==> src/rtl/cvmcu_probe_stim_pkg.sv <==
// cvmcu_probe_stim_pkg: shared types and defaults for the probe stimulus driver
package cvmcu_probe_stim_pkg;

    localparam int DATA_W_DEF = 32;
    localparam int DLY_W_DEF  = 16;
    localparam int DEPTH_DEF  = 4;

    typedef enum logic {
        IDLE,
        WAIT
    } state_t;

    typedef struct packed {
        logic [DATA_W_DEF-1:0] data;
        logic [DATA_W_DEF-1:0] mask;
        logic [DLY_W_DEF-1:0]  dly;
    } entry_t;

endpackage

==> src/rtl/cvmcu_probe_stim_drv_if.sv <==
// cvmcu_probe_stim_drv_if: valid/ready stimulus entry channel (data, mask, delay)
interface cvmcu_probe_stim_drv_if
    import cvmcu_probe_stim_pkg::*;
#(
    parameter int DATA_W = DATA_W_DEF,
    parameter int DLY_W  = DLY_W_DEF
);
    logic              req_valid;
    logic              req_ready;
    logic [DATA_W-1:0] req_data;
    logic [DATA_W-1:0] req_mask;
    logic [DLY_W-1:0]  req_dly;

    modport master (output req_valid, req_data, req_mask, req_dly, input req_ready);
    modport slave  (input req_valid, req_data, req_mask, req_dly, output req_ready);
endinterface

==> src/rtl/cvmcu_probe_stim_fifo.sv <==
// cvmcu_probe_stim_fifo: small synchronous FIFO with flush and full/empty flags
module cvmcu_probe_stim_fifo
    import cvmcu_probe_stim_pkg::*;
#(
    parameter type T     = entry_t,
    parameter int  DEPTH = DEPTH_DEF
) (
    input  logic clk_i,
    input  logic rst_ni,
    input  logic i_flush,
    input  logic i_push,
    input  logic i_pop,
    input  T     i_data,
    output T     o_data,
    output logic o_full,
    output logic o_empty
);
    localparam int AW = $clog2(DEPTH);

    logic [AW:0] r_wr;
    logic [AW:0] r_rd;
    T            r_mem [DEPTH];

    // Pointers carry one wrap bit so full and empty are distinguishable; flush drops everything.
    always_ff @(posedge clk_i or negedge rst_ni) begin
        if (!rst_ni) begin
            r_wr <= '0;
            r_rd <= '0;
        end else if (i_flush) begin
            r_wr <= '0;
            r_rd <= '0;
        end else begin
            if (i_push) r_wr <= r_wr + (AW+1)'(1);
            if (i_pop)  r_rd <= r_rd + (AW+1)'(1);
        end
    end

    // Storage needs no reset; only slots between the pointers are ever read.
    always_ff @(posedge clk_i) begin
        if (i_push && !i_flush) r_mem[r_wr[AW-1:0]] <= i_data;
    end

    assign o_data  = r_mem[r_rd[AW-1:0]];
    assign o_empty = (r_wr == r_rd);
    assign o_full  = (r_wr[AW] != r_rd[AW]) && (r_wr[AW-1:0] == r_rd[AW-1:0]);
endmodule

==> src/rtl/cvmcu_probe_stim_drv.sv <==
// cvmcu_probe_stim_drv: plays queued (data, mask, delay) entries onto probe outputs in order.
// Optional CVMCU_PROBE_STIM_TIMESTAMP_EN adds apply_ts_o, the free-running cycle count at the last apply.
module cvmcu_probe_stim_drv
    import cvmcu_probe_stim_pkg::*;
#(
    parameter int DATA_W = DATA_W_DEF,
    parameter int DLY_W  = DLY_W_DEF,
    parameter int DEPTH  = DEPTH_DEF
) (
    input  logic                  clk_i,
    input  logic                  rst_ni,
    input  logic                  flush_i,
    cvmcu_probe_stim_drv_if.slave req,
    output logic [DATA_W-1:0]     probe_o,
    output logic [DATA_W-1:0]     probe_oe_o,
    output logic                  applied_o,
`ifdef CVMCU_PROBE_STIM_TIMESTAMP_EN
    output logic [31:0]           apply_ts_o,
`endif
    output logic                  busy_o
);
    typedef struct packed {
        logic [DATA_W-1:0] data;
        logic [DATA_W-1:0] mask;
        logic [DLY_W-1:0]  dly;
    } entry_p_t;

    entry_p_t          w_in;
    entry_p_t          w_head;
    logic              w_push;
    logic              w_pop;
    logic              w_apply;
    logic              w_full;
    logic              w_empty;
    state_t            w_state_nxt;
    logic [DLY_W-1:0]  w_cnt_nxt;
    state_t            r_state;
    logic [DLY_W-1:0]  r_cnt;
    logic [DATA_W-1:0] r_data;
    logic [DATA_W-1:0] r_mask;
    logic [DATA_W-1:0] r_probe;
    logic [DATA_W-1:0] r_oe;
    logic              r_applied;

    assign req.req_ready = !w_full && !flush_i;
    assign w_push        = req.req_valid && req.req_ready;
    assign w_in          = {req.req_data, req.req_mask, req.req_dly};

    cvmcu_probe_stim_fifo #(
        .T     (entry_p_t),
        .DEPTH (DEPTH)
    ) u_fifo (
        .clk_i   (clk_i),
        .rst_ni  (rst_ni),
        .i_flush (flush_i),
        .i_push  (w_push),
        .i_pop   (w_pop),
        .i_data  (w_in),
        .o_data  (w_head),
        .o_full  (w_full),
        .o_empty (w_empty)
    );

    // Next state: pop into WAIT, count down, apply at zero and chain straight into the next entry.
    always_comb begin
        w_state_nxt = r_state;
        w_cnt_nxt   = r_cnt;
        w_pop       = 1'b0;
        w_apply     = 1'b0;
        if (flush_i) begin
            w_state_nxt = IDLE;
            w_cnt_nxt   = '0;
        end else if (r_state == IDLE) begin
            w_pop       = !w_empty;
            w_cnt_nxt   = w_empty ? r_cnt : w_head.dly;
            w_state_nxt = w_empty ? IDLE : WAIT;
        end else if (r_cnt != '0) begin
            w_cnt_nxt = r_cnt - DLY_W'(1);
        end else begin
            w_apply     = 1'b1;
            w_pop       = !w_empty;
            w_cnt_nxt   = w_empty ? '0 : w_head.dly;
            w_state_nxt = w_empty ? IDLE : WAIT;
        end
    end

    // State, countdown, latched entry and the sticky probe drive registers.
    always_ff @(posedge clk_i or negedge rst_ni) begin
        if (!rst_ni) begin
            r_state   <= IDLE;
            r_cnt     <= '0;
            r_data    <= '0;
            r_mask    <= '0;
            r_probe   <= '0;
            r_oe      <= '0;
            r_applied <= 1'b0;
        end else begin
            r_state   <= w_state_nxt;
            r_cnt     <= w_cnt_nxt;
            r_applied <= w_apply;
            if (flush_i) begin
                r_data <= '0;
                r_mask <= '0;
            end else if (w_pop) begin
                r_data <= w_head.data;
                r_mask <= w_head.mask;
            end
            if (w_apply) begin
                r_probe <= (r_probe & ~r_mask) | (r_data & r_mask);
                r_oe    <= r_oe | r_mask;
            end
        end
    end

    assign probe_o    = r_probe;
    assign probe_oe_o = r_oe;
    assign applied_o  = r_applied;
    assign busy_o     = !w_empty || (r_state == WAIT);

`ifdef CVMCU_PROBE_STIM_TIMESTAMP_EN
    logic [31:0] r_cyc;
    logic [31:0] r_ts;

    // Free-running cycle counter; its value is captured on every apply edge.
    always_ff @(posedge clk_i or negedge rst_ni) begin
        if (!rst_ni) begin
            r_cyc <= '0;
            r_ts  <= '0;
        end else begin
            r_cyc <= r_cyc + 32'd1;
            if (w_apply) r_ts <= r_cyc;
        end
    end

    assign apply_ts_o = r_ts;
`endif
endmodule

==> src/flat_wrapper.sv <==
// flat-port wrapper written by rule: the top's interface ports become plain ports
module cvmcu_probe_stim_drv_flat import cvmcu_probe_stim_pkg::*;
#(
    parameter int DATA_W = DATA_W_DEF,
    parameter int DLY_W  = DLY_W_DEF,
    parameter int DEPTH  = DEPTH_DEF
)
  (clk_i, rst_ni, flush_i, probe_o, probe_oe_o, applied_o, busy_o, req_req_valid, req_req_data, req_req_mask, req_req_dly, req_req_ready);
  cvmcu_probe_stim_drv_if #(.DATA_W(DATA_W), .DLY_W(DLY_W)) req_i ();
  input  logic clk_i;
  input  logic rst_ni;
  input  logic flush_i;
  output logic [DATA_W-1:0] probe_o;
  output logic [DATA_W-1:0] probe_oe_o;
  output logic applied_o;
  output logic busy_o;
  input wire logic [$bits(req_i.req_valid)-1:0] req_req_valid;
  input wire logic [$bits(req_i.req_data)-1:0] req_req_data;
  input wire logic [$bits(req_i.req_mask)-1:0] req_req_mask;
  input wire logic [$bits(req_i.req_dly)-1:0] req_req_dly;
  output wire logic [$bits(req_i.req_ready)-1:0] req_req_ready;
  assign req_i.req_valid = req_req_valid;
  assign req_i.req_data = req_req_data;
  assign req_i.req_mask = req_req_mask;
  assign req_i.req_dly = req_req_dly;
  assign req_req_ready = req_i.req_ready;
  cvmcu_probe_stim_drv #(.DATA_W(DATA_W), .DLY_W(DLY_W), .DEPTH(DEPTH)) u_core (.clk_i(clk_i), .rst_ni(rst_ni), .flush_i(flush_i), .req(req_i), .probe_o(probe_o), .probe_oe_o(probe_oe_o), .applied_o(applied_o), .busy_o(busy_o));
endmodule
==> config.mk <==
export PLATFORM = sky130hd
export DESIGN_NAME = cvmcu_probe_stim_drv_flat
export DESIGN_NICKNAME = d
export VERILOG_FILES = /design/src/rtl/cvmcu_probe_stim_pkg.sv /design/src/rtl/cvmcu_probe_stim_drv_if.sv /design/src/rtl/cvmcu_probe_stim_fifo.sv /design/src/rtl/cvmcu_probe_stim_drv.sv /design/src/flat_wrapper.sv
export SDC_FILE = /design/constraint.sdc
export NUM_CORES = 1
export LEC_CHECK = 0
export CAP_MARGIN = 20
export CELL_PAD_IN_SITES_DETAIL_PLACEMENT = 1
export CELL_PAD_IN_SITES_GLOBAL_PLACEMENT = 1
export CORE_UTILIZATION = 25
export CTS_BUF_LIST = sky130_fd_sc_hd__clkbuf_8
export DETAILED_ROUTE_END_ITERATION = 16
export PLACE_DENSITY = 0.45
export SLEW_MARGIN = 15
export SYNTH_ARGS = -nofsm -noshare
export SYNTH_HDL_FRONTEND = slang
export SYNTH_SLANG_ARGS = --single-unit
export TNS_END_PERCENT = 50
==> constraint.sdc <==
create_clock -name clk_i -period 11.53 [get_ports clk_i]
set_input_delay 1.153 -clock clk_i [delete_from_list [all_inputs] [get_ports clk_i]]
set_output_delay 1.153 -clock clk_i [all_outputs]
set_load 0.01 [all_outputs]
==> flow_summary.json <==
{
  "crit_fanout": 37,
  "async_flop_share": 0.322,
  "dr_total_vias": 9633,
  "row_count": 97,
  "synthesis.area_um2": 17900,
  "ctsResizeCount": 0,
  "post_cts_buffers": 0,
  "arrival_ns": 2.95,
  "synth_area_leader_cell": "edfxtp_1",
  "synth_area_leaders": "edfxtp_1 54%, dfrtp_1 21%, mux4_2 10%",
  "worstMarginPinSlew_ns": 1.00,
  "ir_drop_mv": 0.146,
  "synth_cells": 1028,
  "finalPower_uw": 4570,
  "drt_iter0_markers": 374,
  "rsz0062_at_grt": "false",
  "avgViaCountPerCell": 4.30,
  "cts_inserted_buffers": 86,
  "area.growth.synth_to_final_pct": 23.2,
  "place_congestion": 0.680,
  "slowest_delay_ns": 0.97,
  "nets": 1320,
  "antenna_found_initial": 2,
  "antenna_left": 0,
  "crit_required_ns": 10.38,
  "hold_buffers": 0,
  "hold_class": "in -> async",
  "clock_latency_ns": 0.65,
  "routed_wl_mm": 46.4,
  "clk_path_buf_depth": 3,
  "period_share": 0.356,
  "slew_headroom": 0.326,
  "cp-end-kind": "output port",
  "grt_pass1_wl_mm": 70.8,
  "setup_violations": 0,
  "ys.warnings.count": 0,
  "ctsHtreeMaxLevel": 3,
  "path_clk_slew_ns": 0.06,
  "cts_num_sinks": 472,
  "cp_top_family": "flip-flops",
  "syn_nets": 1119,
  "fin_tns_setup_ns": 0,
  "grt_pass1_vias": 11000,
  "path_cells": "xnor2_1 > and3b_1 > nand2_1 > clkdlybuf4s50_1",
  "dieArea_um2": 72600,
  "criticalPathCategory": "reg -> out",
  "leakage_uw": 0.00798,
  "grt_max_degree": 68,
  "cp-start-kind": "flop",
  "drive_gt1_frac": 0.173,
  "hold_viol": 0,
  "critical_path_buf_inv_count": 1,
  "finalMaxSlewViolations": 0,
  "synth-edff-count": 320,
  "dr.pass1.iters": 4,
  "grt.total_usage": 0.131,
  "root_buffer": "clkbuf_8",
  "period_needed_ns": 4.11,
  "grt_remaining_overflow": 0,
  "hold_slack_ns": 0.462,
  "max_freq_mhz": 244,
  "synth_top_area_frac": 0.538,
  "synth-seq-cells": 472,
  "synth_sequential_area_ratio": 0.751,
  "fp.dieW_um": 269,
  "p_per_area_nw_per_um2": 207,
  "max_cap_violations": 0,
  "post_drt_wl_per_cell_um": 20.7,
  "io_pins": 151,
  "cts_tree": "built",
  "design.core.area_um2": 70400,
  "status": "complete, no violations",
  "start_util": 0.254,
  "slowest_stage": "dfrtp_4",
  "worst_clock_skew_ns": 0.0294,
  "synth_area_per_cell_um2": 17.4,
  "detailed_place_hpwl_mm": 27.8,
  "synth_cell_types": 50,
  "synth_flop_cell": "edfxtp_1",
  "fp.dieH_um": 269,
  "port_buffers": 150,
  "drc": 0,
  "reg2reg_slack_ns": 7.61
}
[area by class of cell]
type                       count  area [um2]
fill                        7309       48400
sequential                   472       13400
multi-input combinational    497        4210
timing repair buffer         162        1590
clock buffer                  93        1280
tap                          940        1180
clock inverter                64         298
inverter                      10        37.5
antenna                        1        2.50
[per-stage QoR]
stage | worst slack, ns | cell area, um2 | utilization | instances
floorplan | 7.28 | 17900 | - | 1028
detailed placement | 7.12 | 20400 | 0.290 | 2081
global route | 7.10 | 22000 | 0.313 | 2239
CTS | 7.27 | 22000 | 0.313 | 2238
global placement | 7.17 | 20400 | 0.290 | 2081
finish | 7.42 | 22000 | 0.313 | 2239
[power breakdown]
group | switching [uW] | internal (uW) | leakage, uW
sequential | 160 | 1990 | 0.00497
clock | 699 | 765 | 0.000947
combinational | 547 | 405 | 0.00206
total | 1410 | 3160 | 0.00798
[synthesized netlist by cell type, types with 2 or more instances]
library cell    n
edfxtp_1      320
nand2_1       174
dfrtp_1       152
mux4_2         80
a21oi_1        71
nand2b_1       33
mux2_1         29
clkbuf_1       25
o21ai_0        13
buf_2          12
nor2_1         12
and2_1         10
inv_1          10
ha_1            7
nor3_1          7
a221o_1         6
buf_4           6
mux2_2          5
nand3_1         5
xnor2_1         5
nor4_1          4
buf_1           3
buf_6           3
o211ai_1        3
or3_1           3
a211o_1         2
a22oi_1         2
a311oi_1        2
o31ai_1         2
xor2_1          2
[sequential cells by signal (all words and copies together) (netlist names), 3 cells and up, named ones only]
name and cells:
u_core.u_fifo.r_mem 320, u_core.probe_oe_o 32, u_core.r_data 32, u_core.r_mask 32, u_core.r_cnt 16, u_core.u_fifo.r_rd 3, u_core.u_fifo.r_wr 3
[layer usage]
layer	vias to the layer above	global-route usage	share of wire
met5	-	0	0.00028
met4	2	0.0404	0.023
met3	91	0.0298	0.040
met2	191	0.218	0.49
met1	5047	0.168	0.44
li1	4302	-	-
[placed cells by master (no fill, tap or decap), drive strengths merged, types with 14 or more instances in the layout]
| master | instances |
|---|---|
| edfxtp | 320 |
| nand2 | 174 |
| dfrtp | 152 |
| clkdlybuf4s50 | 148 |
| clkbuf | 93 |
| mux4 | 80 |
| a21oi | 72 |
| inv | 47 |
| nand2b | 34 |
| mux2 | 34 |
| clkinv | 25 |
| o21ai | 14 |
| buf | 14 |
[final timing paths]
kind,from,to,cells after the start
min in group clk_i,u_core.probe_oe_o[16]$_DFFE_PN0P_,u_core.probe_oe_o[16]$_DFFE_PN0P_,1
worst max register to register,u_core.u_fifo.r_rd[0]$_DFFE_PN0P_,u_core.u_fifo.r_mem[3][18]$_DFFE_PP_,4
worst min-delay path,rst_ni,u_core.r_cnt[1]$_DFFE_PN0P_,1
worst max-delay path,u_core.u_fifo.r_rd[0]$_DFFE_PN0P_,busy_o,4
worst min register to register,u_core.probe_oe_o[16]$_DFFE_PN0P_,u_core.probe_oe_o[16]$_DFFE_PN0P_,1
max in group asynchronous,rst_ni,u_core.r_data[9]$_DFFE_PN0P_,2
[cells by family (layout without fill, tap and decap cells)]
group	after synthesis	count (layout)	synth area share
adders and majority gates	7	7	0.00490
and+or+nand+nor	260	260	0.0675
buffers and inverters	59	329	0.0158
AOI/OAI and AO/OA	109	109	0.0356
xor gates and xnor gates	7	7	0.00343
DFF	472	472	0.751
muxes	114	114	0.122
other	0	1	0
[worst reg2reg max path, stage by stage (launching register included)]
cell	delay (ns)
dfrtp_4	0.97
xnor2_1	0.29
a311oi_1	0.84
and2_4	0.53
buf_4	0.88
No activity file was read; power rests on OpenSTA's default activity.
